$ cat config.mk
export PLATFORM = sky130hd
export DESIGN_NAME = instr_pointer_stack
export DESIGN_NICKNAME = d
export VERILOG_FILES = /design/src/rtl/instr_pointer_stack.sv
export SDC_FILE = /design/constraint.sdc
export NUM_CORES = 1
export LEC_CHECK = 0
export ABC_CLOCK_PERIOD_IN_PS = 9500
export BUFFER_PORTS_ARGS = -buffer_cell sky130_fd_sc_hd__buf_4
export CAP_MARGIN = 20
export CORE_ASPECT_RATIO = 1.75
export CORE_MARGIN = 2
export CORE_UTILIZATION = 55
export CTS_CLUSTER_DIAMETER = 200
export DETAILED_ROUTE_END_ITERATION = 7
export PLACE_DENSITY_LB_ADDON = 0.25
export SLEW_MARGIN = 20
export SYNTH_ARGS = -nofsm -noshare
export SYNTH_HDL_FRONTEND = slang
export SYNTH_SLANG_ARGS = --single-unit
$ cat constraint.sdc
create_clock -name clk -period 9.5 [get_ports clk]
set_input_delay 1.425 -clock clk [delete_from_list [all_inputs] [get_ports clk]]
set_output_delay 1.425 -clock clk [all_outputs]
set_load 0.02 [all_outputs]
$ cat src/rtl/instr_pointer_stack.sv
// Fetch-stage instruction pointer with relative/absolute jumps, call/return and a
// bounded return-address stack that reports overflow/underflow as a sticky fault.
module instr_pointer_stack #(
  parameter int unsigned             WORD_WIDTH  = 16,
  parameter int unsigned             STACK_DEPTH = 8,
  parameter logic [WORD_WIDTH-1:0]   RESET_ADDR  = '0,
  parameter int unsigned             STEP        = 1
) (
  input  logic                               clk,
  input  logic                               reset_n,
  input  logic                               en,
  input  logic [2:0]                         op,
  input  logic [WORD_WIDTH-1:0]              operand,
  output logic [WORD_WIDTH-1:0]              out,
  output logic [WORD_WIDTH-1:0]              top,
  output logic [$clog2(STACK_DEPTH+1)-1:0]   depth,
  output logic                               full,
  output logic                               empty,
  output logic                               fault,
  output logic [1:0]                         fault_code
);

  localparam int unsigned DW = $clog2(STACK_DEPTH + 1);
  localparam int unsigned IW = (STACK_DEPTH > 1) ? $clog2(STACK_DEPTH) : 1;
  localparam logic [WORD_WIDTH-1:0] STEP_W    = WORD_WIDTH'(STEP);
  localparam logic [DW-1:0]         DEPTH_MAX = DW'(STACK_DEPTH);

  typedef enum logic [2:0] {
    OP_HOLD     = 3'd0,
    OP_STEP     = 3'd1,
    OP_REL      = 3'd2,
    OP_ABS      = 3'd3,
    OP_CALL_REL = 3'd4,
    OP_CALL_ABS = 3'd5,
    OP_RET      = 3'd6,
    OP_CLR      = 3'd7
  } op_e;

  logic [WORD_WIDTH-1:0] stack_mem [STACK_DEPTH];
  logic [WORD_WIDTH-1:0] out_nxt;
  logic [WORD_WIDTH-1:0] ret_addr;
  logic [IW-1:0]         push_idx;
  logic [IW-1:0]         top_idx;
  logic                  is_call;
  logic                  is_ret;
  logic                  do_push;
  logic                  do_pop;
  logic                  overflow;
  logic                  underflow;
  op_e                   op_c;

  assign op_c     = op_e'(op);
  assign full     = (depth == DEPTH_MAX);
  assign empty    = (depth == '0);
  assign push_idx = depth[IW-1:0];
  assign top_idx  = IW'(depth - DW'(1));
  // Stale entries above depth are masked so an empty stack always reads zero.
  assign top      = empty ? '0 : stack_mem[top_idx];

  always_comb begin
    ret_addr  = out + STEP_W;
    is_call   = (op_c == OP_CALL_REL) || (op_c == OP_CALL_ABS);
    is_ret    = (op_c == OP_RET);
    do_push   = en && is_call && !full;
    do_pop    = en && is_ret && !empty;
    overflow  = en && is_call && full;
    underflow = en && is_ret && empty;
    out_nxt   = out;
    if (en) begin
      unique case (op_c)
        OP_STEP:     out_nxt = out + STEP_W;
        OP_REL:      out_nxt = out + operand;
        OP_ABS:      out_nxt = operand;
        OP_CALL_REL: if (!full) out_nxt = out + operand;
        OP_CALL_ABS: if (!full) out_nxt = operand;
        OP_RET:      if (!empty) out_nxt = top;
        default:     out_nxt = out;
      endcase
    end
  end

  always_ff @(posedge clk or negedge reset_n) begin
    if (!reset_n) begin
      out        <= RESET_ADDR;
      depth      <= '0;
      fault      <= 1'b0;
      fault_code <= 2'b00;
    end else begin
      out <= out_nxt;
      if (do_push)
        depth <= depth + DW'(1);
      else if (do_pop)
        depth <= depth - DW'(1);
      if (en && (op_c == OP_CLR)) begin
        fault      <= 1'b0;
        fault_code <= 2'b00;
      end else if (overflow || underflow) begin
        fault <= 1'b1;
        // First fault since the last clear wins the code.
        if (fault_code == 2'b00)
          fault_code <= overflow ? 2'b01 : 2'b10;
      end
    end
  end

  // Stack contents are not reset; reset_n only gates writes during reset.
  always_ff @(posedge clk) begin
    if (reset_n && do_push)
      stack_mem[push_idx] <= ret_addr;
  end

endmodule

# Word-level counts from Yosys, hierarchy flattened
# Memories as Yosys holds them, arrays and structs flattened.
# Index checks and enable logic that the tools add are counted.
[word_totals]
ff_bits = 23
ramBits = 128
elab_cells = 55
mem_count = 1
[op_classes]
n_addsub = 4
n_eq_ne = 11
n_mux = 15
n_reduce_logical = 20
[mem_list]
columns = ["memory", "depth", "width", "rd", "rd_clocked_by_memory_dff", "write_ports", "line_no", "rtl"]
rows = [
  ["stack_mem", 8, 16, 1, 0, 1, "39", "logic [WORD_WIDTH-1:0] stack_mem [STACK_DEPTH];"],
]
[op_table]
columns = ["op", "n"]
rows = [
  ["one-hot mux 16 bit (6 select lines)", 1],
  ["2-to-1 mux 16 bit", 4],
  ["adder 16 x 1 -> 16 bit (second input constant)", 1],
  ["adder 16 bit", 1],
  ["== test 3 bit (second input constant)", 4],
  ["logical AND 1 bit", 8],
  ["2-to-1 mux 2 bit", 4],
  ["2-to-1 mux 4 bit", 2],
  ["== test 3 x 2 -> 1 bit (second input constant)", 2],
  ["!= test 2 bit (second input constant)", 3],
  ["nonzero test 2 bit", 3],
  ["nonzero test 6 bit", 1],
  ["AND reduction 5 bit", 1],
  ["adder 4 x 1 -> 4 bit (second input constant)", 1],
  ["== test 4 bit (second input constant)", 1],
  ["zero test 4 bit", 1],
  ["2-to-1 mux 1 bit", 4],
  ["subtractor 4 x 1 -> 4 bit (second input constant)", 1],
  ["== test 3 x 1 -> 1 bit (second input constant)", 1],
  ["zero test 1 bit", 2],
  ["zero test 2 bit", 1],
  ["logical OR 1 bit", 2],
  ["AND reduction 2 bit", 1],
]

# Depth between registers and ports, before layout
[depth]
word_depth = 8
ltp_mapped = 11
mapped_depth_nobuf = 8

# Worst setup path after synthesis
# No wires, ideal clock.
[synth_path]
kind = "register to output"
startpoint = "reg depth[0]"
endpoint = "out top[10]"
t_arrival_ps = 2404
slack_ps = 5671
stages_incl_launch_ff = 10
path_buffers = 4
path_cell_list = "dfrtp_1 buf_4 buf_2 inv_1 ha_1 buf_4 clkbuf_1 mux4_2 mux2i_1 nor2_1"
[synth_between]
elab_chain_len = 3
elab_cells_between_ends = 4
cone_classes = "1 x add/sub; 1 x mux; 1 x reduce/logical; 1 x memory"
[synth_rtl]
columns = ["item", "line_no", "rtl"]
rows = [
  ["start: declaration", "16", "output logic [$clog2(STACK_DEPTH+1)-1:0] depth,"],
  ["start signal: assignment", "91", "depth <= depth + DW'(1);"],
  ["start signal: assignment", "93", "depth <= depth - DW'(1);"],
  ["subtractor 4 x 1 -> 4 bit", "n/a", ""],
  ["memory (8 x 16 bit)", "n/a", ""],
  ["2-to-1 mux 16 bit (*)", "58", "assign top = empty ? '0 : stack_mem[top_idx];"],
  ["end: declaration", "15", "output logic [WORD_WIDTH-1:0] top,"],
]
# Mark *: on every way between the ends. The rest lies on a longest branch, timed or not.

# Worst setup path in the final report
[layout_path]
startpoint = "reg depth[0]"
endpoint = "out top[9]"
# The elaborated chain is that of the path after synthesis.

==> results.txt <==
GRT Overall Usage = 26.53%
Die width = 92.06 um
Critical path capture point type = output pin
Initial antenna violation count = 0
Actual slew at the worst max-slew pin = 0.9905 ns
VDD IR max = 0.2227 mV
P_leak = 3.196 nW
Critical path peak fanout = 39
Clk Latency, worst-skew pair = 0.42 ns
FF-to-FF path depth = 9
Syn Area/Cell = 13.90 um^2
Core footprint = 13,310 um^2
Ys async rst share = 15.23%
Post-DRT Antenna Nets = 0
Vias in the first global route = 5,118
Num rows = 56
FMAX = 0.2133 GHz
Yosys top cell by area = edfxtp_1
Worst setup SP type = flip-flop
Data required, critical path = 8.08 ns
First-pass GRT wire length = 28,370 um
Sequential-to-total area share from yosys stat = 59.21%
DRC = 0
Drt total wl = 18,560 um
Endpoint arrival time on the critical path = 3.26 ns
Power Total = 3.086 mW
1st-iter DRT viols = 478
Placer Congestion = 0.9638
Post-CTS sizing = 0
Yosys warnings = 0
Worst slew margin = 33.75%
Power Dens Cells = 354.7 nW/um^2
Die area = 14,550 um^2
Synth Cell Area = 7463 um^2
Top_reg_cell synth = edfxtp_1
Post-synthesis instance total = 537
CTS Root Cell = clkbuf_16
Syn_nets = 578
Psw = 1.267 mW
Setup CP Type = flip-flop to output pin
Fin. max-slew vios = 0
Register bit total from synthesis = 151
Final setup TNS = 0 ns
CP startpoint = depth[0]
Ratio of cells with drive above 1 in the final layout = 24.76%
CTS tree = done
Flop-to-flop setup slack = 5.81 ns
Synth area leaders = edfxtp_1, mux4_2, dfrtp_1
Final std cells w/o fill = 792
Global route total overflow = 0
Wire length per cell = 23.44 um
Post-synth top cells = edfxtp_1, nor2_1, mux4_2
Int Power = 1.819 mW
Die height = 158.1 um
CTS max path bufs = 2
Status = finished, final reports clean
Switching fraction of total power = 41.06%
I/O pins = 63
Number of synthesized flops with an enable pin = 128
Distinct cells, synth = 65
Via Count = 5,037
Post-Place Cells = 760
Part of the power in the clock network = 20.5%
Clock Sinks = 151
Hold Buf Count CTS = 0
Post-CTS Setup Inserts = 0
Max Cap Viol = 0
WHS = 0.5106 ns
Final HPWL DP = 12,940 um
Count leader, synth = edfxtp_1
Logic pwr share = 47.8%
Unrepaired setup endpoints after global routing = false
Endpoints failing setup = 0
P&R area growth vs syn = 16.56%
Clk slew on worst S/H paths = 0.07 ns
Count of inserted antenna diode cells = 0
CTS Buf Count = 17
Starting Density = 56.06%
Final #Nets = 646
Sequential Power Share = 31.7%
Final hold viol count = 0
Port bufs = 62
Final Cycle Share = 49.35%
Post-place setup slack = 5.218 ns
First drt pass iteration count = 5
Largest net degree at the start of global routing = 40
Clock skew = 0.01084 ns
Worst min path class = flip-flop to flip-flop
Fin worst setup slack = 4.812 ns
Critical path endpoint = top[9]
Crit path time final = 4.688 ns
Vias per Instance = 6.360
Reg2reg end = stack_mem[2][9]
Reg-to-reg startpoint = depth[0]
Post-synth top area share = 51.50%
H-tree Lvls = 4
## worst max-delay path, cell delays in order (launching register included)
cell and delay (ns):
dfrtp_2 0.35, buf_4 0.55, inv_1 0.16, ha_1 0.37, buf_4 0.42, mux4_2 0.38, mux2i_1 0.35, nor2_1 0.07
buf_4 0.17
## registers in the layout, indices dropped and copies added (netlist names)
register / flops
stack_mem: 128
out: 16
depth: 4
fault_code: 2
fault: 1
## cells in the final DEF (no fill, tap or decap), drive strengths merged, types with 6 or more instances in the layout
cell    instances
nand2          31
ha             18
buf            75
clkbuf         17
o21ai          25
xnor2          17
inv            18
dfrtp          23
nor2           51
clkinv          6
nand3          15
and3            8
mux4           32
nor3            7
a21oi          28
o211ai         11
a31oi           8
edfxtp        128
mux2i          16
xor2           14
## kinds of logic after synthesis
family	Yosys count	share of synthesized area, %
multiplexers	49	11.95
flip-flops	151	59.21
adder cells (fa/ha/maj)	19	3.286
AND/OR/NAND/NOR	138	9.036
buffers and inverters	35	2.230
AO/OA/AOI/OAI	114	10.44
XOR/XNOR	31	3.839
## worst min path at each step
stage | startpoint | end | slack [ns] | cells past startpoint
floorplan | fault_code[1] | fault_code[0] | 0.59 | 1
global placement | fault_code[1] | fault_code[0] | 0.49 | 1
detailed placement | fault_code[0] | fault_code[0] | 0.50 | 2
CTS | fault_code[0] | fault_code[0] | 0.51 | 2
global route | fault_code[0] | fault_code[0] | 0.55 | 2
finish | fault_code[0] | fault_code[0] | 0.51 | 2
## per-layer routing
metal  routed length [um]  global-route usage, %  part of all wire [%]
met5                    0                      0                     0
met4                  861                  13.86                   4.6
met3                  941                  4.712                   5.1
met2                 9977                  46.88                    54
met1                 6781                  30.75                    37
## power by group through the flow
stage          clock [mW]  sequential (mW)  combinational [mW]
3_3_place_gp            0            0.984                1.43
5_1_grt             0.666            0.989                1.58
4_1_cts             0.642            0.977                1.48
2_1_floorplan           0             1.01               0.953
6_report            0.632            0.980                1.47
3_5_place_dp            0            0.991                1.47
## final cells by class
type	count	area (um^2)
Inverter	9	33.78
Fill cell	981	4613
Clock inverter	15	133.9
Clock buffer	17	425.4
Timing Repair Buffer	75	563.0
Multi-Input combinational cell	351	2905
Sequential cell	151	4420
Tap cell	174	217.7
## per-stage QoR
stage	util, %	instance area [um^2]
2_1_floorplan	-	7463
3_3_place_gp	61.15	8140
3_5_place_dp	61.15	8140
4_1_cts	65.35	8700
5_1_grt	65.35	8700
6_report	65.35	8700
Note: power is estimated with default switching activity, not from simulation.
